[config.mk]
export PLATFORM = sky130hd
export DESIGN_NAME = fetch_unit
export DESIGN_NICKNAME = d
export VERILOG_FILES = /design/src/rtl/fetch_unit.sv
export SDC_FILE = /design/constraint.sdc
export NUM_CORES = 1
export LEC_CHECK = 0
export CAP_MARGIN = 20
export CORE_MARGIN = 1
export CORE_UTILIZATION = 40
export DETAILED_ROUTE_END_ITERATION = 12
export HOLD_SLACK_MARGIN = 0.12
export PLACE_DENSITY_LB_ADDON = 0.05
export SLEW_MARGIN = 10
export SYNTH_ARGS = -nofsm -noshare
export SYNTH_HDL_FRONTEND = slang
export SYNTH_SLANG_ARGS = --single-unit
[constraint.sdc]
create_clock -name clk -period 5.75 [get_ports clk]
set_input_delay 1.15 -clock clk [delete_from_list [all_inputs] [get_ports clk]]
set_output_delay 1.15 -clock clk [all_outputs]
set_load 0.05 [all_outputs]
[src/rtl/fetch_unit.sv]
// rtl/fetch_unit.sv - instruction fetch stage for one- and two-halfword instructions
// Outputs are combinational from iData; immediate-carrying instructions take two fetch cycles.
module fetch_unit #(
  parameter logic [31:0] RESET_PC = 32'h0000_0000,
  parameter int          IMM_BIT  = 15
) (
  input  logic        clk,
  input  logic        rst,
  input  logic        stall,
  input  logic        redirect,
  input  logic [31:0] redirectPC,
  input  logic [15:0] iData,
  output logic [31:0] iAddr,
  output logic [15:0] instruction,
  output logic [15:0] imm,
  output logic [31:0] pc,
  output logic [31:0] nextPC,
  output logic        valid,
  output logic        flush
);

  typedef enum logic {
    FETCH_OP  = 1'b0,
    FETCH_IMM = 1'b1
  } state_t;

  state_t      state_q, state_d;
  logic [31:0] pc_q, pc_d;
  logic [15:0] hold_instr_q, hold_instr_d;
  logic [31:0] hold_pc_q, hold_pc_d;

  logic [31:0] pc_inc;
  logic        is_long;

  assign pc_inc  = pc_q + 32'd1;
  assign is_long = iData[IMM_BIT];
  assign iAddr   = pc_q;

  always_comb begin
    instruction = 16'h0000;
    imm         = 16'h0000;
    pc          = 32'h0000_0000;
    nextPC      = 32'h0000_0000;
    valid       = 1'b0;
    flush       = 1'b0;
    if (rst || redirect) begin
      flush = 1'b1;
    end else begin
      case (state_q)
        FETCH_OP: begin
          // First halfword of a long instruction is held back, not presented.
          if (!is_long) begin
            instruction = iData;
            pc          = pc_q;
            nextPC      = pc_inc;
            valid       = 1'b1;
          end
        end
        FETCH_IMM: begin
          instruction = hold_instr_q;
          imm         = iData;
          pc          = hold_pc_q;
          nextPC      = pc_inc;
          valid       = 1'b1;
        end
        default: ;
      endcase
    end
  end

  always_comb begin
    state_d      = state_q;
    pc_d         = pc_q;
    hold_instr_d = hold_instr_q;
    hold_pc_d    = hold_pc_q;
    if (redirect) begin
      state_d      = FETCH_OP;
      pc_d         = redirectPC;
      hold_instr_d = 16'h0000;
      hold_pc_d    = 32'h0000_0000;
    end else if (!stall) begin
      pc_d = pc_inc;
      case (state_q)
        FETCH_OP: begin
          if (is_long) begin
            state_d      = FETCH_IMM;
            hold_instr_d = iData;
            hold_pc_d    = pc_q;
          end
        end
        FETCH_IMM: state_d = FETCH_OP;
        default:   state_d = FETCH_OP;
      endcase
    end
  end

  always_ff @(posedge clk or posedge rst) begin
    if (rst) begin
      state_q      <= FETCH_OP;
      pc_q         <= RESET_PC;
      hold_instr_q <= 16'h0000;
      hold_pc_q    <= 32'h0000_0000;
    end else begin
      state_q      <= state_d;
      pc_q         <= pc_d;
      hold_instr_q <= hold_instr_d;
      hold_pc_q    <= hold_pc_d;
    end
  end

endmodule
# ---- Word level (Yosys, flattened, before mapping)
# Cells that the tools add are included.
dict set report op_classes {
  add_sub_neg 1
  eq_ne 2
  mux 29
  bitwise_logic 1
  n_reduce_logical 3
}
# cell count
set op_table {}
lappend op_table {{32-bit 2-to-1 mux} 10}
lappend op_table {{32-bit one-hot mux with 2 select lines} 2}
lappend op_table {{16-bit 2-to-1 mux} 7}
lappend op_table {{32-bit by 1-bit adder with 32-bit output (second input constant)} 1}
lappend op_table {{16-bit one-hot mux with 2 select lines} 1}
lappend op_table {{15-bit 2-to-1 mux} 1}
lappend op_table {{1-bit 2-to-1 mux} 6}
lappend op_table {{1-bit one-hot mux with 2 select lines} 2}
lappend op_table {{3-bit AND reduction} 1}
lappend op_table {{2-bit by 1-bit != test with 1-bit output (second input constant)} 1}
lappend op_table {{2-bit != test (second input constant)} 1}
lappend op_table {{2-bit nonzero test} 1}
lappend op_table {{1-bit logical OR} 1}
lappend op_table {{1-bit NOT} 1}
dict set report totals {
  register_bits 81
  inputBits 52
  output_inout_bits 130
  elab_cells 40
}

# ---- Logic depth before layout (Yosys ltp)
dict set report logic_depth {
  word_depth 4
  ltp_mapped 7
  mapped_depth_nobuf 5
}

# ---- Worst setup path before layout
# No wires, ideal clock.
dict set report synth_path {
  path_kind {input to output}
  from {input rst}
  to {output instruction[10]}
  t_arrival_ns 4.235
  t_required_ns 4.600
  setup_slack_ns 0.365
  path_stages 5
  n_path_buf 2
  path_cell_list {inv_1 > and3_1 > clkbuf_1 > clkbuf_1 > a22o_1}
}
dict set report synth_via {
  elab_chain_cells 2
}
# item line
set synth_rtl {}
lappend synth_rtl {{start: declaration} 8} ;# input logic rst,
lappend synth_rtl {{1-bit logical OR} 46} ;# if (rst || redirect) begin
lappend synth_rtl {{16-bit 2-to-1 mux} 46}
lappend synth_rtl {{end: declaration} 14} ;# output logic [15:0] instruction,
# Every way passes these cells.

# ---- Worst setup path in the final report
dict set report layout_path {
  from {input redirect}
  to {output nextPC[26]}
}
dict set report layout_via {
  elab_chain_cells 2
}
# item line
set layout_rtl {}
lappend layout_rtl {{start: declaration} 10} ;# input logic redirect,
lappend layout_rtl {{1-bit logical OR} 46}
lappend layout_rtl {{32-bit 2-to-1 mux} 46}
lappend layout_rtl {{end: declaration} 17} ;# output logic [31:0] nextPC,
# Every way passes these cells.

==> results.cfg <==
[synthesis]
synth_cell_types = 45
synth_xor_area_frac = 0.0450
synth-compound-area-share = 0.257
synth_top_family_by_area = compound AO/OA/AOI/OAI gates
synth_mux_area_frac = 0.00619
yosys_most_used_dff = dfrtp_1
synth_top_area_share = 0.401
synth_fa_ha_area_frac = 0.00248
postSynthCellCount = 552
synth_most_common_cell = a22o_1
synth-seq-area-share = 0.401
async_flop_share = 1.00
synthTopCellsByArea = dfrtp_1, a22o_1, xnor2_1
syn_area_sq_um = 5050
yosys.area.top_type = dfrtp_1
synth_seq_cells = 81
synth.avg_cell_area_sq_um = 9.16
synthSimpleGateAreaFrac = 0.216
synth_edf_count = 0
syn-num-nets = 605
yosys_warnings = 0
synth_common_cells = a22o_1, dfrtp_1, clkbuf_1, nor2_1, nand2_1

[cts]
cts.htree.levels = 3
hold_buffers = 0
clock_sinks = 81
clk_pin_slew_ns = 0.06
cts-buffers-inserted = 9
post_cts_buffers = 0
root_buffer = clkbuf_16
cts_resized = 0
cts_buffer_depth = 2
cts_tree = done
worstSkewPairLatency_ns = 0.34

[critical_path]
critPathCapture = nextPC[26]
cp_top_family = buffers and inverters
worst_path_most_repeated_cell = or2_2
crit_buf_inv = 4
arrival_ns = 3.49
rrSetupSlack_ns = 2.97
r2r_start = iAddr[2]$_DFFE_PP0P_
worstPathRequired_ns = 4.60
cp-end-kind = output port
max_stage_delay_ns = 0.54
cp-startpoint = redirect
r2r_end = iAddr[27]$_DFFE_PP0P_
cpMaxStageDelayCell = or2_2
worstSetupPathType = input port to output port
rr_worst_depth = 4
start_kind = input port
cp.depth = 8
crit_chain = clkdlybuf4s50_1, buf_4, or2_2, or2_2, inv_1, nand2_1, mux2i_1, buf_12
cp_max_fo = 43

[detailed_routing]
drc = 0
vias = 5012
wl_per_cell_um = 18.9
drt-pass1-iter-count = 5
via_per_inst = 5.86
postRouteAntennaNets = 0
wl_mm = 16.2
initialDrtViolationCount = 408

[grt]
grt_usage = 0.255
grt_max_degree = 82
first_global_vias = 4831
antenna_found_initial = 0
gr-total-overflow = 0
grt_pass1_wl_mm = 26.1

[pwr]
power_density_nw_per_um2 = 213
p_total_uw = 1730
p_leak_uw = 0.00319
ir_drop_uv = 133

[hold_path]
hp-class = flip-flop to flip-flop

[timing]
worst_pin_slew_ns = 0.997
setup_viol = 0
finalHoldViolations = 0
slew_violations = 0
rsz0062_at_grt = false
layout_setup_ws_ns = 1.11
fmax_mhz = 216
min_period_over_period = 0.806
period_needed_ns = 4.64
max_slew_margin = 0.329
finClkSkew_ns = 0.00650
finalSetupTns_ns = 0

[final_layout]
area_growth_pct = 60.9
antennaDiodeCount = 0
drive_above_1_share = 0.202
fin_util = 0.669
nNetsFinal = 736
layout.cells.non_filler = 856

[placement]
dp_cells = 837
portBuffers = 181
hpwl_mm = 11.2
dpl_worst_slack_ns = 1.12
gp_congestion = 0.841

[floorplanning]
num_rows = 40
die_y_um = 114
core_sq_um = 12200
die_area_sq_um = 13100
start_util = 0.416
pin_count = 182
die_w_um = 114

[run_status]
outcome = completed

[run]
cap_violations = 0
## worst min-delay path by stage
| stage | cells past startpoint | to | from |
|---|---|---|---|
| after global routing | 1 | hold_pc_q[28]$_DFFE_PP0P_ | hold_pc_q[28]$_DFFE_PP0P_ |
| after CTS | 1 | hold_instr_q[9]$_DFFE_PP0P_ | hold_instr_q[9]$_DFFE_PP0P_ |
| final | 1 | hold_instr_q[9]$_DFFE_PP0P_ | hold_instr_q[9]$_DFFE_PP0P_ |
| after floorplan | 1 | hold_instr_q[15]$_DFFE_PP0P_ | hold_instr_q[15]$_DFFE_PP0P_ |
| after detailed placement | 1 | hold_pc_q[5]$_DFFE_PP0P_ | hold_pc_q[5]$_DFFE_PP0P_ |
| after global placement | 1 | hold_instr_q[15]$_DFFE_PP0P_ | hold_instr_q[15]$_DFFE_PP0P_ |
## sequential cells by signal, summed over array words and instances, names as in the netlist
name          flops
hold_pc_q        32
hold_instr_q     16
state_q           1
iAddr            32
## layout make-up
cell class	count	area [sq um]
fillers	952	4030
repair buffers	190	2900
multi-input cells	394	2680
flip-flops and latches	81	2030
clock buffers	13	260
well taps	168	210
inverters	7	27.5
clock inverters	3	23.8
## per-layer routing
metal	vias up	track usage	part of all wire
met5	-	0	0
met1	2453	0.339	0.43
li1	2323	-	-
met3	25	0.0445	0.066
met2	211	0.418	0.48
met4	0	0.0892	0.023
## power by group
group          internal [uW]  leakage, uW  switching (uW)
Combinational            211      0.00202             287
Sequential               608      0.00104            77.8
Clock                    318     0.000132             232
Total                   1140      0.00319             597
## stage by stage
stage                     hold slack, ns  cell area [sq um]
after floorplan                    0.456               5050
after global placement             0.467               7770
after detailed placement           0.491               7770
after CTS                          0.509               8060
after global routing               0.525               8130
final                              0.503               8130
## cell usage in the layout, fill, tap and decap left out, drive strengths merged, types with 3 or more instances in the layout
master / count
xnor2: 22
dfrtp: 81
a22o: 94
or4: 15
buf: 106
xor2: 4
nand3: 11
clkbuf: 13
nor3: 9
nor2: 38
inv: 7
nand4: 16
or3: 17
o41ai: 6
and2: 19
o31ai: 11
a21oi: 17
nor4: 11
clkdlybuf4s50: 84
o21ai: 25
nand2: 36
or4b: 4
nor2b: 3
or2: 6
a31oi: 13
## logic make-up after synthesis
| kind of cell | Yosys count |
|---|---|
| compound gates | 172 |
| xor+xnor | 26 |
| fa+ha+maj | 1 |
| buf+inv | 77 |
| flops | 81 |
| mux | 3 |
| simple gates | 192 |
No activity file was read; power rests on OpenSTA's default activity.
